[config.mk]
export PLATFORM = sky130hd
export DESIGN_NAME = mult_secuencial_param
export DESIGN_NICKNAME = d
export VERILOG_FILES = /design/src/rtl/mult_pkg.sv /design/src/rtl/pp_row_adder.sv /design/src/rtl/sumador.sv /design/src/rtl/mult_secuencial_param.sv
export SDC_FILE = /design/constraint.sdc
export NUM_CORES = 1
export LEC_CHECK = 0
export CAP_MARGIN = 20
export CORE_MARGIN = 4
export CORE_UTILIZATION = 56
export DETAILED_ROUTE_END_ITERATION = 8
export PLACE_DENSITY_LB_ADDON = 0.1
export SETUP_SLACK_MARGIN = 0.02
export SLEW_MARGIN = 30
export SYNTH_ARGS = -nofsm -noshare
export SYNTH_HDL_FRONTEND = slang
export SYNTH_SLANG_ARGS = --single-unit
[constraint.sdc]
create_clock -name clk -period 17.6 [get_ports clk]
set_input_delay 3.52 -clock clk [delete_from_list [all_inputs] [get_ports clk]]
set_output_delay 3.52 -clock clk [all_outputs]
set_load 0.03 [all_outputs]
[src/rtl/mult_pkg.sv]
// Shared types and elaboration helpers for the sequential multiplier.
package mult_pkg;

  typedef enum logic [1:0] {
    ST_IDLE = 2'b00,
    ST_BUSY = 2'b01,
    ST_DONE = 2'b10
  } state_t;

  function automatic bit bpc_allowed(input int k);
    return (k == 1) || (k == 2) || (k == 4) || (k == 8);
  endfunction

  // A single-step configuration still needs a one-bit counter.
  function automatic int count_width(input int n);
    return (n <= 1) ? 1 : $clog2(n);
  endfunction

endpackage

[src/rtl/pp_row_adder.sv]
// Combinational acc + mcand * slice, built from K ripple rows of full adders.
module pp_row_adder #(
  parameter int WIDTH = 32,
  parameter int K     = 1
) (
  input  logic [WIDTH-1:0]   acc,
  input  logic [WIDTH-1:0]   mcand,
  input  logic [K-1:0]       slice,
  output logic [WIDTH+K-1:0] sum
);

  // Row j adds mcand gated by slice[j]; its LSB is final, the rest feeds row j+1.
  for (genvar j = 0; j < K; j++) begin : g_row
    logic [WIDTH-1:0] row_in;
    logic [WIDTH-1:0] row_s;
    logic             row_co;

    if (j == 0) begin : g_first
      assign row_in = acc;
    end else begin : g_next
      assign row_in = {g_row[j-1].row_co, g_row[j-1].row_s[WIDTH-1:1]};
    end

    for (genvar i = 0; i < WIDTH; i++) begin : g_bit
      logic cin;
      logic co;

      if (i == 0) begin : g_c0
        assign cin = 1'b0;
      end else begin : g_cn
        assign cin = g_bit[i-1].co;
      end

      sumador u_fa (
        .a    (row_in[i]),
        .b    (mcand[i] & slice[j]),
        .cin  (cin),
        .s    (row_s[i]),
        .cout (co)
      );
    end

    assign row_co = g_bit[WIDTH-1].co;

    if (j < K - 1) begin : g_low
      assign sum[j] = row_s[0];
    end
  end

  assign sum[WIDTH+K-1:K-1] = {g_row[K-1].row_co, g_row[K-1].row_s};

endmodule

[src/rtl/sumador.sv]
// One-bit full adder, the building block of the partial-product rows.
module sumador (
  input  logic a,
  input  logic b,
  input  logic cin,
  output logic s,
  output logic cout
);

  assign s    = a ^ b ^ cin;
  assign cout = (a & b) | (cin & (a ^ b));

endmodule

[src/rtl/mult_secuencial_param.sv]
// Sequential multiplier retiring BITS_PER_CYCLE multiplier bits per clock,
// with signed/unsigned mode and valid/ready handshakes on both sides.
module mult_secuencial_param
  import mult_pkg::*;
#(
  parameter int WIDTH          = 32,
  parameter int BITS_PER_CYCLE = 1
) (
  input  logic               clk,
  input  logic               reset_L,
  input  logic               in_valid,
  output logic               in_ready,
  input  logic [WIDTH-1:0]   A,
  input  logic [WIDTH-1:0]   B,
  input  logic               signed_mode,
  output logic               out_valid,
  input  logic               out_ready,
  output logic [2*WIDTH-1:0] resultado
);

  localparam int K  = BITS_PER_CYCLE;
  localparam int N  = WIDTH / K;
  localparam int CW = count_width(N);

  if (WIDTH < 2 || !bpc_allowed(BITS_PER_CYCLE) || (WIDTH % BITS_PER_CYCLE) != 0) begin : g_param_check
    $error("mult_secuencial_param: illegal WIDTH/BITS_PER_CYCLE combination");
  end

  state_t             state, next_state;
  logic [WIDTH-1:0]   mcand;
  logic               neg;
  logic               zero_op;
  logic [2*WIDTH-1:0] p;
  logic [2*WIDTH-1:0] p_next;
  logic [CW-1:0]      count;
  logic [WIDTH+K-1:0] row_sum;
  logic [WIDTH-1:0]   abs_a, abs_b;
  logic               last_step;

  // Magnitudes; -2^(W-1) maps onto itself, which is correct read as unsigned.
  assign abs_a     = (signed_mode && A[WIDTH-1]) ? -A : A;
  assign abs_b     = (signed_mode && B[WIDTH-1]) ? -B : B;
  assign last_step = (count == CW'(N - 1));

  pp_row_adder #(
    .WIDTH (WIDTH),
    .K     (K)
  ) u_row (
    .acc   (p[2*WIDTH-1:WIDTH]),
    .mcand (mcand),
    .slice (p[K-1:0]),
    .sum   (row_sum)
  );

  if (K == WIDTH) begin : g_p_full
    assign p_next = row_sum;
  end else begin : g_p_shift
    assign p_next = {row_sum, p[WIDTH-1:K]};
  end

  always_ff @(posedge clk or negedge reset_L) begin
    if (!reset_L) state <= ST_IDLE;
    else          state <= next_state;
  end

  always_comb begin
    next_state = state;
    in_ready   = 1'b0;
    out_valid  = 1'b0;
    case (state)
      ST_IDLE: begin
        in_ready = 1'b1;
        if (in_valid) next_state = ST_BUSY;
      end
      ST_BUSY: begin
        if (zero_op || last_step) next_state = ST_DONE;
      end
      ST_DONE: begin
        out_valid = 1'b1;
        if (out_ready) next_state = ST_IDLE;
      end
      default: next_state = ST_IDLE;
    endcase
  end

  // Operand capture, shift-add steps and the final sign correction.
  always_ff @(posedge clk or negedge reset_L) begin
    if (!reset_L) begin
      mcand     <= '0;
      neg       <= 1'b0;
      zero_op   <= 1'b0;
      p         <= '0;
      count     <= '0;
      resultado <= '0;
    end else begin
      case (state)
        ST_IDLE: begin
          if (in_valid) begin
            mcand   <= abs_a;
            neg     <= signed_mode & (A[WIDTH-1] ^ B[WIDTH-1]);
            zero_op <= (A == '0) || (B == '0);
            p       <= {{WIDTH{1'b0}}, abs_b};
            count   <= '0;
          end
        end
        ST_BUSY: begin
          if (zero_op) begin
            resultado <= '0;
          end else begin
            p     <= p_next;
            count <= count + CW'(1);
            if (last_step) resultado <= neg ? -p_next : p_next;
          end
        end
        default: ;
      endcase
    end
  end

endmodule

==> results of run 1 <==
==> through the flow <==
stage	setup WS (ps)	cells	hold WS, ps
floorplan	4380	1131	442
global placement	3490	1431	450
detailed placement	3430	1431	469
CTS	3370	1463	483
global route	2760	1464	505
finish	3320	1464	477
==> flip-flops by register name, indices dropped and copies added, names as in the netlist <==
name / cells
state: 2
p: 64
count: 5
neg: 1
resultado: 64
zero_op: 1
mcand: 32
==> worst min path at each step <==
stage | slack (ps) | endpoint | from
CTS | 480 | resultado[31] | resultado[31]
global placement | 450 | neg | neg
finish | 480 | resultado[26] | resultado[26]
detailed placement | 470 | resultado[31] | resultado[31]
global route | 500 | mcand[18] | mcand[18]
floorplan | 440 | mcand[0] | mcand[0]
==> logic make-up after synthesis <==
kind of cell / synth area share, %
AND/OR/NAND/NOR: 18.9
XOR/XNOR: 10.2
buffers and inverters: 4.52
multiplexers: 0.496
flip-flops: 41.9
AO/OA/AOI/OAI: 17.1
adder cells (fa/ha/maj): 6.89
==> metal layers <==
layer / global-route usage [%] / wire [um] / vias to the layer above / share of wire, %
met5: 0 / 0 / - / 0
met4: 7.98 / 408 / 0 / 1.6
met3: 5.38 / 2480 / 35 / 9.6
met2: 34.3 / 10600 / 406 / 41
met1: 41.5 / 12300 / 4101 / 48
li1: - / - / 4144 / -
==> worst max-delay path, delay by kind of cell (launching register included) <==
family / cells / cell delay, ps
DFF: 1 / 880
xor gates and xnor gates: 1 / 170
and+or+nand+nor: 2 / 460
adders and majority gates: 31 / 12080
buffers and inverters: 2 / 120
AOI/OAI and AO/OA: 2 / 470
==> layout by cell type (no fill, tap or decap), drive strengths merged, types with 3 or more instances in the layout <==
master,n
nand2,187
dfrtp,169
clkdlybuf4s50,133
o21ai,130
nor2,72
xnor2,61
xor2,57
inv,51
a21oi,45
o31ai,42
o22ai,38
fa,31
nor3,24
nand3,20
clkbuf,19
nand4,18
nor4,17
or4,12
buf,11
a31oi,8
nand4b,6
and2,6
or3,6
ha,6
clkinv,6
and3,5
a22o,5
mux2i,5
clkinvlp,5
o41ai,5
nand2b,4
nand3b,4
nor2b,4
a221oi,3
or2,3
==> report_power, final <==
group	total [uW]	leakage (uW)	switching, uW	internal, uW
clock	354	0.000259	159	195
combinational	1180	0.00241	715	464
sequential	684	0.00215	145	539
==> layout make-up <==
type,instances,area (sq um)
multi-input combinational,844,5430
fill,1448,5360
sequential,169,4230
timing repair buffer,145,1440
clock buffer,18,429
tap,225,282
inverter,49,184
clock inverter,14,126
==> results.toml, run 1 <==
[floorplanning]
row_count = 48
core-area_sq_mm = 0.0175
die_width_um = 142
die_area_sq_mm = 0.0202
start_util_pct = 57.8
fp.dieH_um = 142
ios = 135

[setup_path]
r2r-end = "resultado[63]"
path_common_cell = "fa_1"
endpoint = "resultado[63]"
cpMaxStageDelayCell = "dfrtp_1"
crit_required_ps = 17890
cp.arrival_ps = 14580
critPathKind = "reg -> reg"
rr_startpoint = "p[0]"
rrSetupSlack_ps = 3320
end_kind = "flip-flop"
startpoint = "p[0]"
startpoint_type = "flip-flop"
slowest_delay_ps = 880
reg2reg_depth = 38
crit_fanout = 33

[global_routing]
grt_first_pass_wirelength_um = 41600
grt_overflow_total = 0
first_global_vias = 7971
grt.total_usage_pct = 25.6
antenna_found_initial = 0
grt_max_degree = 102

[logic_synthesis]
synth.net_count = 1237
async_reset_ff_share_pct = 100
ys_ff_latch = 169
ys_types = 59
synth_ff_type = "dfrtp_1"
netlist_top_cells_count = "nand2_1 (187), dfrtp_1 (169), o21ai_0 (123), nor2_1 (72), xnor2_1 (61)"
ys_seq_area_share_pct = 41.9
synthTopCellsByArea = "dfrtp_1 (42%), nand2_1 (7.0%), fa_1 (6.1%)"
synth_top_cell_area_share_pct = 41.9
yosysMostFrequentCell = "nand2_1"
ys_warn_count = 0
synthesis.area_sq_mm = 0.0101
synth_edf_count = 0
synth.largest_area_cell = "dfrtp_1"
syn-instance-count = 1131
synth_area_per_cell_sq_um = 8.93

[cells_and_area]
antenna_cells = 0
stdcell_area_sq_mm = 0.0121
drive_above_1_share_pct = 5.08
area_growth_pct = 20.0
fin_util_pct = 69.3
fin_nets = 1332

[sta]
slew_violations = 0
setup_viol = 0
fin_crit_sh_pct = 81.2
final.min_clock_period_ps = 14280
worst_pin_slew_ps = 843
maxSlewHeadroom_pct = 43.0
max_freq_mhz = 70.0
fin_tns_setup_ps = 0
hold_violations = 0
finalClockSkew_ps = 9.08
rsz0062_at_grt = "false"

[clock_tree]
clock_path_buffers = 2
clock_latency_ps = 440
cts_tree = "done"
cts_setup_buffers = 0
cts-root-buf = "clkbuf_16"
clk_pin_slew_ps = 70
cts_resized = 0
numCtsBuffers = 17
cts-hold-fix-buffers = 0
cts.sinks = 169
ctsHtreeMaxLevel = 4

[detailed_routing]
drt-total-wl_um = 25800
drtPass1Iterations = 5
drc = 0
drt_iter0_drc = 926
wl_per_cell_um = 17.6
vias = 8686
ant_nets = 0
vias_per_cell = 5.93

[min_path]
hold_depth = 2
min-delay-path-class = "reg -> reg"

[pwr]
peakVddDrop_uv = 98.1
power_density_mw_per_mm2 = 183
power_leakage_uw = 0.00482
total_power_uw = 2220

[place]
port-buffer-count = 134
dpl-instance-area_sq_mm = 0.0115
gp_congestion = 0.906
dp_hpwl_um = 18700

[run_status]
outcome = "completed"

[job]
drv_cap = 0
No activity file was read; power rests on OpenSTA's default activity.
==> run 2, diff against run 1 <==
--- a/config.mk
+++ b/config.mk
@@ -7,7 +7,7 @@
 export LEC_CHECK = 0
 export CAP_MARGIN = 20
 export CORE_MARGIN = 4
-export CORE_UTILIZATION = 56
+export CORE_UTILIZATION = 51
 export DETAILED_ROUTE_END_ITERATION = 8
 export PLACE_DENSITY_LB_ADDON = 0.1
 export SETUP_SLACK_MARGIN = 0.02
==> constraint.sdc (replaced) <==
create_clock -name clk -period 13.11 [get_ports clk]
set_input_delay 2.622 -clock clk [delete_from_list [all_inputs] [get_ports clk]]
set_output_delay 2.622 -clock clk [all_outputs]
set_load 0.03 [all_outputs]
==> run 2 against run 1 <==
  * Clock power is 57% higher
  * Fmax is 12% higher
  * Worst hold slack worse by 6.4 ps
  * Non-clock buffer count increased by 7
  * Sequential share of layout area decreased by 0.67 points
  * Clock skew is 1.6 ps lower
  * Flip-flop and latch count unchanged
  * Die area is 9.2% higher
  * Final area up 2.0%
  * Largest power group unchanged
  * Combinational power grew 40%
==> results.toml, run 2 (synthesized netlist as in run 1, its figures left out) <==
[global_routing]
first_global_vias = 8050
grt_overflow_total = 0
antenna_found_initial = 0
grt_first_pass_wirelength_um = 42800
grt_max_degree = 111
grt.total_usage_pct = 24.1

[detailed_routing]
wl_per_cell_um = 17.4
vias_per_cell = 5.65
vias = 8533
drt_iter0_drc = 714
drtPass1Iterations = 5
ant_nets = 0
drc = 0
drt-total-wl_um = 26200

[setup_path]
rr_startpoint = "p[0]"
path_common_cell = "fa_2"
crit_fanout = 2
startpoint_type = "flip-flop"
crit_required_ps = 13390
critPathKind = "reg -> reg"
rrSetupSlack_ps = 350
reg2reg_depth = 38
r2r-end = "resultado[63]"
cpMaxStageDelayCell = "fa_1"
end_kind = "flip-flop"
slowest_delay_ps = 430
cp.arrival_ps = 13040

[pwr]
p_comb_share_pct = 53.0
p_sw_share_pct = 44.3
peakVddDrop_uv = 96.4
power_density_mw_per_mm2 = 251
power_leakage_uw = 0.00490
power_switching_uw = 1380
seqPwrFrac_pct = 29.1
power.internal_uw = 1730
clockPowerShare_pct = 17.9

[sta]
final.min_clock_period_ps = 12760
finalClockSkew_ps = 7.44
max_freq_mhz = 78.4
maxSlewHeadroom_pct = 43.7
whs_ps = 471
fin_crit_sh_pct = 97.3
setup_ws_ps = 350
rsz0062_at_grt = "false"
slew_violations = 0
setup_viol = 0
hold_violations = 0
worst_pin_slew_ps = 845

[clock_tree]
clk_pin_slew_ps = 60
clock_path_buffers = 2
cts_setup_buffers = 0
ctsHtreeMaxLevel = 4
numCtsBuffers = 17
cts.sinks = 169
cts-hold-fix-buffers = 0
clock_latency_ps = 430
cts-root-buf = "clkbuf_16"
cts_tree = "done"

[floorplanning]
die_area_sq_mm = 0.0221
die_width_um = 149
ios = 135
core-area_sq_mm = 0.0195
fp.dieH_um = 149
start_util_pct = 51.9
row_count = 51

[cells_and_area]
area_growth_pct = 22.4
fin_nets = 1339
top_regs = "p x64, resultado x64, mcand x32"
final_common_cell = "nand2_1"
final_cell_mix = "nand2_1 (186), dfrtp_1 (169), clkdlybuf4s50_1 (133)"
antenna_cells = 0
drive_above_1_share_pct = 7.22

[place]
port-buffer-count = 134
gp_congestion = 0.848
dp_slack_ps = -331
dp_hpwl_um = 19100

[min_path]
hold_start = "neg"
hold_depth = 2
min_to = "neg"
min-delay-path-class = "reg -> reg"

[job]
drv_cap = 0

[run_status]
outcome = "completed"
==> run 2: metal layers <==
layer	global-route usage (%)	vias up	share of wire (%)
li1	-	4142	-
met1	40.0	4056	51
met2	32.2	303	40
met3	5.00	32	7.2
met4	5.27	0	1.3
met5	0	-	0
==> run 2: area by class of cell <==
| type | instances | area [sq um] |
|---|---|---|
| clock buffers | 18 | 429 |
| clock inverters | 14 | 218 |
| fillers | 1670 | 7110 |
| inverters | 49 | 184 |
| multi-input cells | 844 | 5480 |
| flip-flops and latches | 169 | 4230 |
| well taps | 265 | 332 |
| repair buffers | 152 | 1480 |
==> run 2: critical path: cells and delay by family (launching register included) <==
| kind | cells | cell delay [ps] |
|---|---|---|
| adder cells (fa/ha/maj) | 32 | 11340 |
| AO/OA/AOI/OAI | 2 | 460 |
| flip-flops | 1 | 340 |
| XOR/XNOR | 1 | 170 |
| AND/OR/NAND/NOR | 1 | 130 |
| buffers and inverters | 2 | 120 |
==> run 2: how the worst max path moves through the flow <==
stage / cells past startpoint / slack, ps / start / end
floorplan: 37 / 30 / p[0] / resultado[63]
global placement: 38 / -250 / mcand[0] / resultado[63]
detailed placement: 38 / -330 / p[0] / resultado[63]
CTS: 38 / 50 / p[0] / resultado[63]
global route: 38 / 20 / p[0] / resultado[63]
finish: 38 / 350 / p[0] / resultado[63]
==> run 2: repair_timing <==
item / CTS / global route
pin swaps: 1 / 2
gates resized for setup: 11 / 8
endpoints found under the setup margin: 3 / 3
==> run 2: metrics by stage <==
| step | power, uW | setup TNS, ps | util, % | cells | instance area [sq um] |
|---|---|---|---|---|---|
| after global placement | 2460 | -419 | 59.9 | 1479 | 11700 |
| final | 3100 | 0 | 63.5 | 1511 | 12400 |
| after global routing | 3330 | 0 | 63.5 | 1511 | 12400 |
| after detailed placement | 2500 | -561 | 59.9 | 1479 | 11700 |
| after CTS | 3080 | 0 | 63.4 | 1511 | 12300 |
| after floorplan | 2010 | 0 | - | 1131 | 10100 |
==> run 2: power groups by stage <==
stage | Sequential, uW | Combinational [uW] | Clock, uW
floorplan | 902 | 1110 | 0
global placement | 897 | 1570 | 0
detailed placement | 905 | 1600 | 0
CTS | 897 | 1620 | 560
global route | 924 | 1820 | 584
finish | 903 | 1650 | 555
